===== src/rtl/wb_debug_master.sv =====
// wb_debug_master
//   Wishbone classic single-transfer initiator for debug/bring-up access to
//   slave registers. It takes one command at a time, runs one Wishbone cycle
//   for it, and returns read data and error status on a response port.
//   A cycle that gets no ack within TIMEOUT_CYCLES is aborted with rsp_err=1.
//
// Ports
//   wb_clk_i, wb_rst_i      clock; asynchronous active-high reset
//   req_valid/req_ready     command handshake (req_ready = block is IDLE)
//   req_we/adr/dat/sel      command: direction, byte address, write data,
//                           byte enables
//   rsp_valid/rsp_ready     response handshake
//   rsp_dat, rsp_err        read data (0 for writes and aborts), timeout flag
//   wbm_*                   Wishbone classic master interface
//
// Parameters
//   TIMEOUT_CYCLES  longest time cyc/stb stay high awaiting ack (2..65535)
//   TO_W            timeout counter width, 2**TO_W > TIMEOUT_CYCLES

module wb_debug_master #(
  parameter int unsigned TIMEOUT_CYCLES = 255,
  parameter int unsigned TO_W           = 16
) (
  input  logic        wb_clk_i,
  input  logic        wb_rst_i,
  input  logic        req_valid,
  output logic        req_ready,
  input  logic        req_we,
  input  logic [31:0] req_adr,
  input  logic [31:0] req_dat,
  input  logic [3:0]  req_sel,
  output logic        rsp_valid,
  input  logic        rsp_ready,
  output logic [31:0] rsp_dat,
  output logic        rsp_err,
  output logic        wbm_cyc_o,
  output logic        wbm_stb_o,
  output logic        wbm_we_o,
  output logic [3:0]  wbm_sel_o,
  output logic [31:0] wbm_adr_o,
  output logic [31:0] wbm_dat_o,
  input  logic [31:0] wbm_dat_i,
  input  logic        wbm_ack_i
);

  typedef enum logic [1:0] {
    IDLE = 2'd0,
    BUS  = 2'd1,
    RESP = 2'd2
  } state_e;

  localparam logic [TO_W-1:0] CNT_LAST = TO_W'(TIMEOUT_CYCLES - 1);

  state_e          state_q, state_d;
  logic            cyc_q, cyc_d;
  logic            we_q, we_d;
  logic [3:0]      sel_q, sel_d;
  logic [31:0]     adr_q, adr_d;
  logic [31:0]     wdat_q, wdat_d;
  logic [TO_W-1:0] cnt_q, cnt_d;
  logic            rsp_valid_q, rsp_valid_d;
  logic [31:0]     rsp_dat_q, rsp_dat_d;
  logic            rsp_err_q, rsp_err_d;

  // NOTE: state registers use non-blocking assignments so every flop samples
  // the pre-edge value of every other flop, independent of process order.
  // The asynchronous reset drops cyc/stb immediately and discards any
  // pending response.
  always_ff @(posedge wb_clk_i or posedge wb_rst_i) begin
    if (wb_rst_i) begin
      state_q     <= IDLE;
      cyc_q       <= 1'b0;
      we_q        <= 1'b0;
      sel_q       <= 4'h0;
      adr_q       <= 32'h0;
      wdat_q      <= 32'h0;
      cnt_q       <= '0;
      rsp_valid_q <= 1'b0;
      rsp_dat_q   <= 32'h0;
      rsp_err_q   <= 1'b0;
    end else begin
      state_q     <= state_d;
      cyc_q       <= cyc_d;
      we_q        <= we_d;
      sel_q       <= sel_d;
      adr_q       <= adr_d;
      wdat_q      <= wdat_d;
      cnt_q       <= cnt_d;
      rsp_valid_q <= rsp_valid_d;
      rsp_dat_q   <= rsp_dat_d;
      rsp_err_q   <= rsp_err_d;
    end
  end

  // NOTE: every signal written here gets a hold value first, so no path can
  // leave one unassigned and infer a latch.
  always_comb begin
    state_d     = state_q;
    cyc_d       = cyc_q;
    we_d        = we_q;
    sel_d       = sel_q;
    adr_d       = adr_q;
    wdat_d      = wdat_q;
    cnt_d       = cnt_q;
    rsp_valid_d = rsp_valid_q;
    rsp_dat_d   = rsp_dat_q;
    rsp_err_d   = rsp_err_q;

    unique case (state_q)
      IDLE: begin
        if (req_valid) begin
          cyc_d   = 1'b1;
          we_d    = req_we;
          sel_d   = req_sel;
          adr_d   = req_adr;
          // Reads put zero on the write-data lines rather than stale data.
          wdat_d  = req_we ? req_dat : 32'h0;
          cnt_d   = '0;
          state_d = BUS;
        end
      end

      BUS: begin
        if (wbm_ack_i || (cnt_q == CNT_LAST)) begin
          // An ack on the timeout edge still wins: completion, not abort.
          cyc_d       = 1'b0;
          we_d        = 1'b0;
          sel_d       = 4'h0;
          adr_d       = 32'h0;
          wdat_d      = 32'h0;
          rsp_valid_d = 1'b1;
          rsp_err_d   = ~wbm_ack_i;
          rsp_dat_d   = (wbm_ack_i && !we_q) ? wbm_dat_i : 32'h0;
          state_d     = RESP;
        end else begin
          cnt_d = cnt_q + TO_W'(1);
        end
      end

      RESP: begin
        if (rsp_ready) begin
          rsp_valid_d = 1'b0;
          rsp_dat_d   = 32'h0;
          rsp_err_d   = 1'b0;
          state_d     = IDLE;
        end
      end

      default: state_d = IDLE;
    endcase
  end

  assign req_ready = (state_q == IDLE);

  assign wbm_cyc_o = cyc_q;
  assign wbm_stb_o = cyc_q;
  assign wbm_we_o  = we_q;
  assign wbm_sel_o = sel_q;
  assign wbm_adr_o = adr_q;
  assign wbm_dat_o = wdat_q;

  assign rsp_valid = rsp_valid_q;
  assign rsp_dat   = rsp_dat_q;
  assign rsp_err   = rsp_err_q;

endmodule


===== config.mk =====
export PLATFORM = sky130hd
export DESIGN_NAME = wb_debug_master
export DESIGN_NICKNAME = d
export VERILOG_FILES = /design/src/rtl/wb_debug_master.sv
export SDC_FILE = /design/constraint.sdc
export NUM_CORES = 1
export LEC_CHECK = 0
export CORE_MARGIN = 2
export CORE_UTILIZATION = 43
export DETAILED_ROUTE_END_ITERATION = 7
export HOLD_SLACK_MARGIN = 0.06
export PLACE_DENSITY = 0.82
export REMOVE_ABC_BUFFERS = 1
export SYNTH_ARGS = -nofsm -noshare
export SYNTH_HDL_FRONTEND = slang
export SYNTH_SLANG_ARGS = --single-unit

===== constraint.sdc =====
create_clock -name wb_clk_i -period 5.6 [get_ports wb_clk_i]
set_input_delay 1.4 -clock wb_clk_i [delete_from_list [all_inputs] [get_ports wb_clk_i]]
set_output_delay 1.4 -clock wb_clk_i [all_outputs]
set_load 0.1 [all_outputs]

* Word-level counts from Yosys, hierarchy flattened
Cells that the tools add are included.
** Cells by class
- Reductions and logical operators :: 10
- Add/sub/neg operators :: 1
- Equality and inequality tests :: 7
- Bitwise gates (word level) :: 1
- Multiplexer cells :: 30
** Operators by type and width (count)
- two-way mux 32 bit :: 7
- one-hot mux 32 bit (2 select lines) :: 3
- two-way mux 16 bit :: 2
- one-hot mux 16 bit (2 select lines) :: 1
- adder 16 x 1 -> 16 bit, second input constant :: 1
- equality test 16 x 8 -> 1 bit, second input constant :: 1
- AND reduction 3 bit :: 4
- two-way mux 4 bit :: 2
- != test 2 bit, second input constant :: 4
- one-hot mux 1 bit (2 select lines) :: 4
- one-hot mux 4 bit (2 select lines) :: 1
- two-way mux 1 bit :: 6
- two-way mux 2 bit :: 3
- one-hot mux 2 bit (3 select lines) :: 1
- nonzero test 2 bit :: 2
- equality test 2 x 1 -> 1 bit, second input constant :: 1
- equality test 2 bit, second input constant :: 1
- logical NOT 2 bit :: 1
- logical AND 1 bit :: 1
- logical NOT 1 bit :: 1
- logical OR 1 bit :: 1
- NOT 1 bit :: 1
** Word-level totals
- Input bits :: 106
- Register bits :: 122
- Output and inout port bits :: 106

* Longest topological paths before layout
Gate-level depths: netlist of run 1.
- Depth in word-level cells :: 5
- Depth in mapped cells :: 8
- Mapped depth without buffers :: 6

* Least setup slack after synthesis of run 1
Ideal clock, no wire load.
- Path kind :: register to output
- Start :: register state_q[0]
- End :: output req_ready
- Arrival time :: 1.720 ns
- Required time :: 4.200 ns
- Setup slack :: 2.480 ns
- Cell stages (with the launch flop) :: 2
- Cells stage by stage :: dfrtp_1 -> nor2_1
** Between the ends
- Longest elaborated chain between the ends :: 1
** RTL lines
- from (decl) :: line 54 : state_e state_q, state_d;
- from (signal assigned) :: line 82 : state_q <= state_d;
- logical NOT 2 bit :: line 153 : assign req_ready = (state_q == IDLE);
- to (decl) :: line 27 : output logic req_ready,
Every way passes these cells.

* Final worst setup path of run 1
Same ends and word-level chain as after synthesis.

==> results of run 1 <==
placed cells by master (no fill, tap or decap), types with 4 or more instances in the layout:
master and n:
a21oi_1 4, nand3_1 6, buf_4 8, a31oi_1 12, clkdlybuf4s50_1 211, nor2_1 4
nand2_1 118, clkbuf_1 4, nand4_1 33, a41oi_1 4, nor3_1 8, clkbuf_16 17
a22o_1 32, dfrtp_1 122, inv_1 6, o21ai_0 75
cell type report:
class,instances,area (µm²),area share [%]
repair buffers,219,2170,27.6
clock buffers,24,482,6.13
inverters,7,28.8,0.366
multi-input cells,336,1880,23.9
clock inverters,7,67.6,0.859
flip-flops and latches,122,3050,38.8
well taps,143,179,2.28
sequential cells by signal, indices dropped and copies added (netlist names):
| register | cells |
|---|---|
| cnt_q | 16 |
| rsp_dat | 32 |
| rsp_err | 1 |
| rsp_valid | 1 |
| state_q | 2 |
| wbm_adr_o | 32 |
| wbm_cyc_o | 1 |
| wbm_dat_o | 32 |
| wbm_sel_o | 4 |
| wbm_we_o | 1 |
worst max-delay path, delay by kind of cell (launching register included):
family | cells | cell delay [ns]
flops | 1 | 0.40
buf+inv | 1 | 1.20
simple gates | 1 | 0.25
path summary, 6_finish.rpt:
check | from | end | slack [ns] | cells past startpoint
max | state_q[0]$_DFFE_PP0P_ | req_ready | 1.93 | 2
min | rsp_valid$_DFFE_PP0P_ | rsp_valid$_DFFE_PP0P_ | 0.48 | 1
max reg2reg | cnt_q[0]$_DFFE_PP0P_ | cnt_q[6]$_DFFE_PP0P_ | 2.42 | 6
min reg2reg | rsp_valid$_DFFE_PP0P_ | rsp_valid$_DFFE_PP0P_ | 0.48 | 1
max in group asynchronous | wb_rst_i | wbm_dat_o[30]$_DFFE_PP0P_ | 3.25 | 3
min in group asynchronous | wb_rst_i | wbm_dat_o[26]$_DFFE_PP0P_ | 1.34 | 2
per-stage QoR:
stage	setup slack (ns)	hold WS, ns	instance area [µm²]	utilization, %
floorplan	0.957	0.455	4940	-
global placement	1.86	0.462	7310	63.5
detailed placement	1.81	0.475	7310	63.5
CTS	1.91	0.485	7860	68.3
global route	1.86	0.495	7860	68.3
finish	1.93	0.483	7860	68.3
per-layer routing:
| metal | vias to the layer above | part of all wire [%] | track usage (%) |
|---|---|---|---|
| met5 | - | 0 | 0 |
| met4 | 0 | 2.9 | 10.8 |
| met3 | 35 | 7.4 | 5.73 |
| met2 | 238 | 48 | 38.0 |
| met1 | 2294 | 42 | 31.0 |
| li1 | 2208 | - | - |
cell families (layout without fill, tap and decap cells):
group | count (synthesis) | after routing | synth area share (%)
simple gates | 189 | 189 | 17.6
compound gates | 143 | 143 | 17.9
flops | 122 | 122 | 59.6
buf+inv | 49 | 257 | 4.06
fa+ha+maj | 2 | 2 | 0.489
mux | 2 | 2 | 0.391
==> flow_summary.yaml, run 1 <==
setup_path:
  end_kind: "primary output"
  cp_max_fo: 4
  crit_slowest_cell: "clkdlybuf4s50_1"
  required_ns: 4.20
  crit_type: "reg -> out"
  cp_slowest_stage_delay_ns: 1.20
  start_kind: "flip-flop"
  path_cells: "nor2_1 > clkdlybuf4s50_1"
  critical_path_arrival_ns: 2.27
logic_synthesis:
  ys_seq_area_share_pct: 59.6
  synth_top_area_cell: "dfrtp_1"
  synth_cells: 507
  synth_edf_count: 0
  synth_most_common_cell: "dfrtp_1"
  yosys_most_used_dff: "dfrtp_1"
  synthDominantCellAreaShare_pct: 59.6
  synth_commonest_cells: "dfrtp_1, nand2_1, o21ai_0, nand4_1, a22o_1"
  synth.avg_cell_area_um2: 10.1
  async_reset_ff_share_pct: 100
  synth_cell_type_count: 45
  synth.area.top_cells: "dfrtp_1, nand2_1, o21ai_0"
  synth_area_um2: 5120
  yosysWarningCount: 0
  synth_seq_cells: 122
clock_tree:
  cts_htree_levels: 4
  post_cts_buffers: 0
  tritoncts: "built"
  clk_pin_slew_ns: 0.06
  cts_buffer_depth: 2
  cts_hold_buf: 0
  cts_root_buf: "clkbuf_16"
  cts_resized: 0
  clk_latency_ns: 0.41
  numCtsBuffers: 17
  cts_num_sinks: 122
sta:
  hold_violations: 0
  fmax_mhz: 273
  clock_skew_ns: 0.0108
  setup_tns_ns: 0
  setup_viol: 0
  relSlewSlack_pct: 9.38
  rsz0062_at_grt: "no"
  fin_crit_sh_pct: 65.5
  fin_crit_ns: 3.67
  tightest_slew_ns: 1.36
  drv_slew: 0
cells_and_area:
  fin_nets: 811
  fillCellCount: 834
  drive_gt1_share_pct: 6.43
  instances_no_fill: 858
  num_antenna_cells: 0
  area_growth_pct: 53.6
placed_design:
  dp_cells: 827
  dp_hpwl_um: 10300
  gp_congestion: 0.891
  io_buffers: 211
floorplan:
  die_w_um: 113
  dieArea_um2: 12800
  die_h_um: 113
  initial_core_util_pct: 44.5
  coreArea_um2: 11500
  rows: 39
  boundaryPins: 212
outcome:
  outcome: "finished with violations"
  violations: "DRC"
detailed_routing:
  route.detailed.drc: 18
  dr.first_iter.drc_count: 461
  vias: 4775
  firstDrtPassIters: 8
  drt_wl_total_um: 15100
  avgViaCountPerCell: 5.57
  wl_per_cell_um: 17.6
  postRouteAntennaNets: 0
global_route:
  grt_antenna_before_repair: 0
  grt_max_degree: 56
  grt_pass1_wl_um: 24200
  grt_overflow: 0
  grt_pass1_vias: 4764
  globalRouteTotalUtil_pct: 23.8
worst_hold_path:
  hold_class: "reg -> reg"
flow_run:
  max-cap-violations: 0
Power of run 1 is left out: the tool's default activity adds up to more than one toggle a clock period on the data nets, which glitch-free logic cannot reach.
==> inputs of run 2 (changes only) <==
==> constraint.sdc (replaced) <==
create_clock -name wb_clk_i -period 3.4 [get_ports wb_clk_i]
set_input_delay 0.85 -clock wb_clk_i [delete_from_list [all_inputs] [get_ports wb_clk_i]]
set_output_delay 0.85 -clock wb_clk_i [all_outputs]
set_load 0.1 [all_outputs]
==> run 2 against run 1 <==
  * Critical path depth increased by 5
  * Global-route usage decreased by 1.7 points
  * First-iteration DRC count increased by 11%
  * Clock skew decreased by 0.0039 ns
  * Non-clock buffer count increased by 3
  * Worst hold slack got worse by 0.0091 ns
  * Final cell count increased by 0.23%
  * Via count decreased by 1.2%
  * Cell area decreased by 2.2%
  * Utilization decreased by 1.5 points
  * Sequential share of layout area increased by 0.86 points
  * The run still ends with DRC left
  * Die area unchanged
==> flow_summary.yaml, run 2 (synthesis gave the netlist of run 1 again) <==
outcome:
  outcome: "finished with violations"
  violations: "DRC"
global_route:
  globalRouteTotalUtil_pct: 22.1
  grt_overflow: 0
  grt_max_degree: 123
  grt_pass1_vias: 4564
  grt_antenna_before_repair: 0
  grt_pass1_wl_um: 22700
flow_run:
  max-cap-violations: 0
setup_path:
  path_cells: "inv_1 > ha_1 > nor4b_1 > a41o_1 > buf_4 > nor3_1 > a2bb2oi_1"
  rr_startpoint: "cnt_q[0]$_DFFE_PP0P_"
  crit_type: "reg -> reg"
  ff2ff_path_depth: 7
  crit_start: "cnt_q[0]$_DFFE_PP0P_"
  rrSetupSlack_ns: 1.12
  end_kind: "flip-flop"
  cp_slowest_stage_delay_ns: 0.44
  r2r_end: "cnt_q[4]$_DFFE_PP0P_"
  cp_max_fo: 36
  required_ns: 3.64
  crit_slowest_cell: "dfrtp_1"
  critical_path_arrival_ns: 2.52
  start_kind: "flip-flop"
sta:
  setup_viol: 0
  worst_hold_slack_ns: 0.474
  relSlewSlack_pct: 28.4
  rsz0062_at_grt: "no"
  hold_violations: 0
  drv_slew: 0
  fmax_mhz: 439
  tightest_slew_ns: 1.07
  fin_crit_sh_pct: 67.1
  clock_skew_ns: 0.00698
  fin_crit_ns: 2.28
cells_and_area:
  stdcell_area_um2: 7690
  num_antenna_cells: 0
  final_cell_mix: "dfrtp_1, nand2_1, buf_4"
  drive_gt1_share_pct: 21.6
  instances_no_fill: 860
  final_common_cell: "dfrtp_1"
  fillCellCount: 867
  area_growth_pct: 50.2
  fin_util_pct: 66.8
  fin_nets: 814
detailed_routing:
  drt_wl_total_um: 14300
  route.detailed.drc: 19
  wl_per_cell_um: 16.6
  postRouteAntennaNets: 0
  dr.first_iter.drc_count: 511
  vias: 4718
  avgViaCountPerCell: 5.49
  firstDrtPassIters: 7
floorplan:
  initial_core_util_pct: 44.5
  die_w_um: 113
  dieArea_um2: 12800
  rows: 39
  die_h_um: 113
  boundaryPins: 212
  coreArea_um2: 11500
clock_tree:
  post_cts_buffers: 0
  cts_root_buf: "clkbuf_16"
  clk_latency_ns: 0.40
  cts_htree_levels: 4
  numCtsBuffers: 17
  cts_hold_buf: 0
  cts_buffer_depth: 2
  tritoncts: "built"
  cts_resized: 0
  clk_pin_slew_ns: 0.05
  cts_num_sinks: 122
worst_hold_path:
  min_path_cells: 1
  hold_class: "reg -> reg"
  min_to: "rsp_valid$_DFFE_PP0P_"
  worstHoldStart: "rsp_valid$_DFFE_PP0P_"
placed_design:
  placed_cell_area_um2: 7110
  dp_cells: 830
  dp_hpwl_um: 9730
  io_buffers: 211
  gp_congestion: 0.847
[run 2: routing by layer]
| metal | track usage (%) | up-vias | routed length [µm] |
|---|---|---|---|
| met5 | 0 | - | 0 |
| met4 | 6.67 | 0 | 240 |
| met3 | 5.84 | 24 | 1120 |
| met2 | 35.6 | 220 | 6790 |
| met1 | 29.5 | 2261 | 6120 |
| li1 | - | 2213 | - |
[run 2: worst max-delay path by stage]
stage,end,cells after the start
after detailed placement,wbm_dat_o[13]$_DFFE_PP0P_,3
after floorplan,cnt_q[0]$_DFFE_PP0P_,1
after CTS,req_ready,2
final,cnt_q[4]$_DFFE_PP0P_,7
after global routing,cnt_q[4]$_DFFE_PP0P_,7
after global placement,wbm_dat_o[18]$_DFFE_PP0P_,3
[run 2: per-stage QoR]
| stage | setup WS, ns | TNS [ns] |
|---|---|---|
| 3_5_place_dp | 0.812 | 0 |
| 3_3_place_gp | 0.864 | 0 |
| 5_1_grt | 1.01 | 0 |
| 4_1_cts | 1.12 | 0 |
| 2_1_floorplan | -0.693 | -98.34 |
| 6_report | 1.12 | 0 |
[run 2: worst max-delay path: cells and delay by family (launching register included)]
kind,cells,cell delay (ns)
compound gates,2,0.50
fa+ha+maj,1,0.16
buf+inv,2,0.52
flops,1,0.44
simple gates,2,0.52
[run 2: layout make-up]
class                      count  area, µm²  area share (%)
tap                          143        179            2.33
sequential                   122       3050            39.7
timing repair buffer         222       1970            25.6
inverter                       7       28.8           0.374
clock buffer                  22        464            6.03
clock inverter                 8        120            1.56
multi-input combinational    336       1880            24.5
Power of run 2 is left out for the same reason.
